### src/rtl/sad_min_search.sv
`default_nettype none
// ============================================================================
// Module   : sad_min_search
// Purpose  : Scans the SAD result memory for the minimum entry and its index,
//            then flags whether that minimum is below a threshold.
// Revision : 1.0 - initial release
// ============================================================================
module sad_min_search #(
  parameter int NUM_BLOCKS = 128,
  parameter int ADDR_W     = 7,
  parameter int DATA_W     = 32
) (
  input  logic              Clk,
  input  logic              Rst,
  input  logic              Go,
  input  logic [DATA_W-1:0] Thresh,
  output logic [ADDR_W-1:0] C_Addr,
  output logic              C_RW,
  output logic              C_En,
  input  logic [DATA_W-1:0] C_Data,
  output logic              Busy,
  output logic              Done,
  output logic [DATA_W-1:0] Min_SAD,
  output logic [ADDR_W-1:0] Min_Idx,
  output logic              Match
);

  localparam logic [ADDR_W-1:0] c_LAST = ADDR_W'(NUM_BLOCKS - 1);

  typedef enum logic [1:0] {
    S_IDLE  = 2'd0,
    S_ISSUE = 2'd1,
    S_WAIT  = 2'd2,
    S_CMP   = 2'd3
  } state_t;

  state_t            r_state;
  logic [ADDR_W-1:0] r_cnt;

  logic              w_upd;
  logic [DATA_W-1:0] w_final;

  // Entry 0 loads unconditionally so no sentinel value is ever needed.
  assign w_upd   = (r_cnt == '0) || (C_Data < Min_SAD);
  assign w_final = w_upd ? C_Data : Min_SAD;

  always_ff @(posedge Clk or posedge Rst) begin
    if (Rst) begin
      r_state <= S_IDLE;
      r_cnt   <= '0;
      C_Addr  <= '0;
      C_En    <= 1'b0;
      C_RW    <= 1'b0;
      Busy    <= 1'b0;
      Done    <= 1'b0;
      Min_SAD <= '0;
      Min_Idx <= '0;
      Match   <= 1'b0;
    end else begin
      C_Addr <= '0;
      C_En   <= 1'b0;
      C_RW   <= 1'b0;
      Done   <= 1'b0;
      case (r_state)
        S_IDLE: begin
          if (Go) begin
            r_cnt   <= '0;
            Busy    <= 1'b1;
            r_state <= S_ISSUE;
          end
        end
        S_ISSUE: begin
          C_Addr  <= r_cnt;
          C_En    <= 1'b1;
          r_state <= S_WAIT;
        end
        S_WAIT: begin
          r_state <= S_CMP;
        end
        S_CMP: begin
          if (w_upd) begin
            Min_SAD <= C_Data;
            Min_Idx <= r_cnt;
          end
          if (r_cnt == c_LAST) begin
            Match   <= (w_final < Thresh);
            Done    <= 1'b1;
            Busy    <= 1'b0;
            r_state <= S_IDLE;
          end else begin
            r_cnt   <= r_cnt + ADDR_W'(1);
            r_state <= S_ISSUE;
          end
        end
        default: r_state <= S_IDLE;
      endcase
    end
  end

endmodule
`default_nettype wire

### config.mk
export PLATFORM = sky130hd
export DESIGN_NAME = sad_min_search
export DESIGN_NICKNAME = d
export VERILOG_FILES = /design/src/rtl/sad_min_search.sv
export SDC_FILE = /design/constraint.sdc
export NUM_CORES = 1
export LEC_CHECK = 0
export ABC_CLOCK_PERIOD_IN_PS = 7570
export BUFFER_PORTS_ARGS = -buffer_cell sky130_fd_sc_hd__clkbuf_2
export CAP_MARGIN = 10
export CORE_ASPECT_RATIO = 0.8
export CORE_UTILIZATION = 55
export DETAILED_ROUTE_END_ITERATION = 10
export PLACE_DENSITY = 0.79
export SKIP_CTS_REPAIR_TIMING = 1
export SLEW_MARGIN = 20
export SYNTH_ARGS = -nofsm -noshare
export SYNTH_HDL_FRONTEND = slang
export SYNTH_SLANG_ARGS = --single-unit
### constraint.sdc
create_clock -name Clk -period 7.57 [get_ports Clk]
set_input_delay 0 -clock Clk [delete_from_list [all_inputs] [get_ports Clk]]
set_output_delay 0 -clock Clk [all_outputs]
set_load 0.005 [all_outputs]
* Yosys cells after proc, flatten, opt, wreduce, memory -nomap -nowiden
Index checks and enable logic that the tools add are counted.
Operators by class: add/subtract/negate cells 1, order comparisons 2, equality and inequality tests 7, muxes and demuxes 14, reduce and logical (&&, ||, !) cells 8
Operators by type and width (count):
- $lt A32 B32 Y1 | 2
- $mux W32 | 1
- $mux W7 | 3
- $pmux W7 S2 | 1
- $pmux W2 S4 | 1
- $add A7 B1 Y7 const B | 1
- $eq A7 B7 Y1 const B | 1
- $logic_not A7 Y1 | 1
- $mux W1 | 6
- $ne A2 B2 Y1 const B | 3
- $reduce_and A3 Y1 | 2
- $eq A2 B2 Y1 const B | 2
- $reduce_and A2 Y1 | 2
- $eq A2 B1 Y1 const B | 1
- $logic_not A2 Y1 | 1
- $mux W2 | 1
- $pmux W1 S2 | 1
- $reduce_bool A2 Y1 | 1
- $logic_or A1 B1 Y1 | 1
Word-level totals: flip-flop bits (word level) 59, bits of input ports 67, word-level logic and storage cells 41

* Logic depth before layout (Yosys ltp)
depth in word-level cells 4, gate-level depth with buffers 18

* Least setup slack after synthesis
OpenSTA, ideal clock, no wires.
kind reg-to-reg, start point register Min_SAD[5], end point register Match, setup time 0.099 ns, arrival 3.538 ns, data required time 7.471 ns, slack 3.933 ns, stages on the path, launching flop included 19, buffers on the path 1, period minus slack after synthesis 3.637 ns, cells stage by stage dfrtp_1 > inv_1 > ha_1 > a21o_1 > a221oi_1 > o21ai_1 > a311o_1 > a31oi_4 > clkbuf_1 > nand2_1 > o21ai_0 > ha_1 > a21o_1 > a21o_1 > a211oi_1 > o21ai_0 > o211ai_1 > a21boi_0 > a311oi_1
Between the ends: word-level cells in the longest chain between the ends 4
Ends and longest elaborated chain:
- from (decl) | line 23 | output logic [DATA_W-1:0] Min_SAD,
- from (signal assigned) | line 82 | Min_SAD <= C_Data;
- $lt A32 B32 Y1 | line 44 | assign w_upd = (r_cnt == '0) || (C_Data < Min_SAD);
- $logic_or A1 B1 Y1 | line 44
- $mux W32
- named net w_final[9] | line 41 | logic [DATA_W-1:0] w_final;
- $lt A32 B32 Y1 | line 86 | Match <= (w_final < Thresh);
- to (signal assigned) | line 86
- to (decl) | line 25 | output logic Match
The timed path passes the listed nets, and every way through them passes these cells. A chain may end at the register's enable or synchronous reset.

* Final worst setup path
start point register Min_SAD[5], end point register Match
Between the ends: word-level cells in the longest chain between the ends 4
Ends and longest elaborated chain (line):
- $lt A32 B32 Y1 | 44
- $logic_or A1 B1 Y1 | 44
- $mux W32 (*)
- named net w_final[5] | 41
- $lt A32 B32 Y1 (*) | 86
The timed path passes the listed nets; every way through them passes the cells marked *.

==> impl_metrics.env <==
export IMPL_hold_slack_ns=0.0238
export IMPL_fin_area_mm2=0.00549
export IMPL_dpl_worst_slack_ns=3.13
export IMPL_initialDrtViolationCount=126
export IMPL_wl_per_cell_um=14.9
export IMPL_die_w_um=101
export IMPL_max_cap_violations=0
export IMPL_status="finished clean"
export IMPL_cts_root_buf="clkbuf_8"
export IMPL_worst_setup_path_end_kind="flop"
export IMPL_startpoint_type="flop"
export IMPL_synth_seq_cells=59
export IMPL_hold_path_class="input port to flop"
export IMPL_setup_slack_ns=3.07
export IMPL_synth_area_leaders="dfrtp_1 (34%), ha_1 (20%), mux2_2 (7.6%)"
export IMPL_fin_skew_ns=0.00792
export IMPL_hold_depth=3
export IMPL_ant_nets=0
export IMPL_rr_worst_depth=18
export IMPL_dpl_cell_area_mm2=0.00494
export IMPL_drtPass1Iterations=4
export IMPL_post_dp_hpwl_um=7830
export IMPL_portBuffers=116
export IMPL_fin_nets=747
export IMPL_overflow=0
export IMPL_syn_inst=463
export IMPL_powerDensity_mw_per_mm2=369
export IMPL_hold_viol=0
export IMPL_yosys_warnings=0
export IMPL_grtUsageTotal=0.262
export IMPL_grt_use_met2=0.429
export IMPL_cts_buffers=9
export IMPL_drc_errors=0
export IMPL_ys_types=47
export IMPL_avgViaCountPerCell=5.38
export IMPL_cts_max_level=3
export IMPL_place_congestion=0.877
export IMPL_clock_path_buffers=2
export IMPL_required_ns=7.81
export IMPL_area_growth_pct=27.8
export IMPL_clkLatencyLatePin_ns=0.34
export IMPL_yosys_top_cells_count="inv_1 (73), ha_1 (68), dfrtp_1 (59)"
export IMPL_finalSetupTns_ns=0
export IMPL_path_class="flop to flop"
export IMPL_start_util=0.576
export IMPL_worst_slew_pin_slew_ns=0.748
export IMPL_power_leakage_uw=0.00301
export IMPL_syn_nets=598
export IMPL_clkTransAtPathRegs_ns=0.07
export IMPL_crit_arrival_ns=4.74
export IMPL_synth_top_area_share=0.344
export IMPL_row_count=28
export IMPL_period_minus_slack_ns=4.50
export IMPL_setup_viol=0
export IMPL_worstPathMaxFanout=33
export IMPL_grt_use_met1=0.344
export IMPL_relSlewSlack=0.501
export IMPL_cts_tree="built"
export IMPL_rsz0062_at_grt="no"
export IMPL_antenna_found_initial=0
export IMPL_synth_most_common_cell="inv_1"
export IMPL_dieArea_mm2=0.00817
export IMPL_yosysSeqAreaShare=0.344
export IMPL_synth_edf_count=0
export IMPL_synth_area_leader_cell="dfrtp_1"
export IMPL_vias=3877
export IMPL_core_area_mm2=0.00746
export IMPL_dieHeight_um=81.0
export IMPL_crit_slowest_cell="a31oi_4"
export IMPL_drive_gt1_frac=0.267
export IMPL_grt_pass1_wl_um=16600
export IMPL_busiest_layer="met2"
export IMPL_syn_area_per_cell_um2=9.28
export IMPL_synthFlopType="dfrtp_1"
export IMPL_max_freq_ghz=0.222
export IMPL_peakVddDrop_mv=0.203
export IMPL_drt_wl_total_um=10700
export IMPL_slew_viol_final=0
export IMPL_clock_sinks=59
export IMPL_synthesis_area_mm2=0.00430
export IMPL_grt_start_max_net_pins=60
export IMPL_ios=118
export IMPL_synthArstFlopShare=1.00
export IMPL_final_min_period_over_clock_period=0.594
export IMPL_path_cells="inv_1, ha_1, a21o_1, a221oi_1, o21ai_1, a311o_1, a31oi_4, buf_4, nand2_1, o21ai_0, ha_1, a21o_1, a21oi_1, o22ai_1, o21ai_0, and3b_1, a21boi_0, a311oi_1"
export IMPL_first_global_vias=3640
export IMPL_max_stage_delay_ns=0.60
export IMPL_use_met3=0.0602
export IMPL_n_antenna_cell=0
critical path, delay by kind of cell, from the launching register on:
kind	cells	cell delay, ns
flops	1	0.37
buf+inv	2	0.49
simple gates	2	0.28
fa+ha+maj	2	0.59
compound gates	12	2.67
area by class of cell:
type | instances | area, um^2
Multi-Input combinational cell | 318 | 2470
Fill cell | 554 | 1970
Sequential cell | 59 | 1480
Timing Repair Buffer | 151 | 926
Inverter | 73 | 274
Clock buffer | 10 | 138
Tap cell | 105 | 131
Clock inverter | 4 | 76.3
cells by family after synthesis:
kind of cell / Yosys count / share of synthesized area
buffers and inverters: 86 / 0.0821
AO/OA/AOI/OAI: 101 / 0.144
XOR/XNOR: 3 / 0.00612
other: 1 / 0.000873
multiplexers: 40 / 0.105
flip-flops: 59 / 0.344
adder cells (fa/ha/maj): 68 / 0.198
AND/OR/NAND/NOR: 105 / 0.120
cell usage in the layout, fill, tap and decap left out, types with 4 or more instances in the layout:
| master | n |
|---|---|
| a21o_1 | 10 |
| dfrtp_1 | 59 |
| nand3_1 | 7 |
| nor3_1 | 5 |
| dlygate4sd3_1 | 33 |
| o21ai_0 | 45 |
| and2_1 | 7 |
| a21oi_1 | 20 |
| nor2_1 | 13 |
| and4_1 | 4 |
| nand2_1 | 44 |
| clkbuf_2 | 116 |
| and3_1 | 5 |
| mux2_1 | 10 |
| nor2b_1 | 5 |
| mux2_2 | 29 |
| inv_1 | 72 |
| nand4_1 | 8 |
| ha_1 | 68 |
| clkbuf_8 | 10 |
registers in the layout, indices dropped and copies added, names as in the netlist:
register and count:
C_En 1, r_cnt 7, r_state 2, Min_SAD 32, Done 1, Busy 1, Match 1, C_Addr 7
Min_Idx 7
layer usage:
layer  part of all wire  wire, um  up-vias
li1                   -         -     1898
met1               0.45      4880     1810
met2               0.47      4990      144
met3              0.059       631       25
met4              0.021       228        0
met5                  0         0        -
per-stage QoR:
step / total power [uW] / util / std cells
floorplan: 1350 / - / 463
finish: 2020 / 0.735 / 720
CTS: 2010 / 0.691 / 687
global route: 2220 / 0.735 / 720
global placement: 1610 / 0.662 / 673
detailed placement: 1670 / 0.662 / 673
path summary, 6_finish.rpt:
kind                       slack (ns)              startpoint                      end
max                              3.07  Min_SAD[5]$_DFFE_PP0P_        Match$_DFFE_PP0P_
min                              0.02                      Go         Busy$_DFFE_PP0P_
max reg2reg                      3.07  Min_SAD[5]$_DFFE_PP0P_        Match$_DFFE_PP0P_
min reg2reg                      0.49  Min_Idx[0]$_DFFE_PP0P_   Min_Idx[0]$_DFFE_PP0P_
max in group asynchronous        6.66                     Rst  Min_SAD[19]$_DFFE_PP0P_
min in group asynchronous        0.43                     Rst   Min_Idx[2]$_DFFE_PP0P_
report_power, final:
group	switching, uW	total (uW)	internal [uW]	leakage, uW
registers	104	547	443	0.000730
clock network	129	320	191	0.000104
logic	623	1160	533	0.00217
No activity file was read; power rests on OpenSTA's default activity.
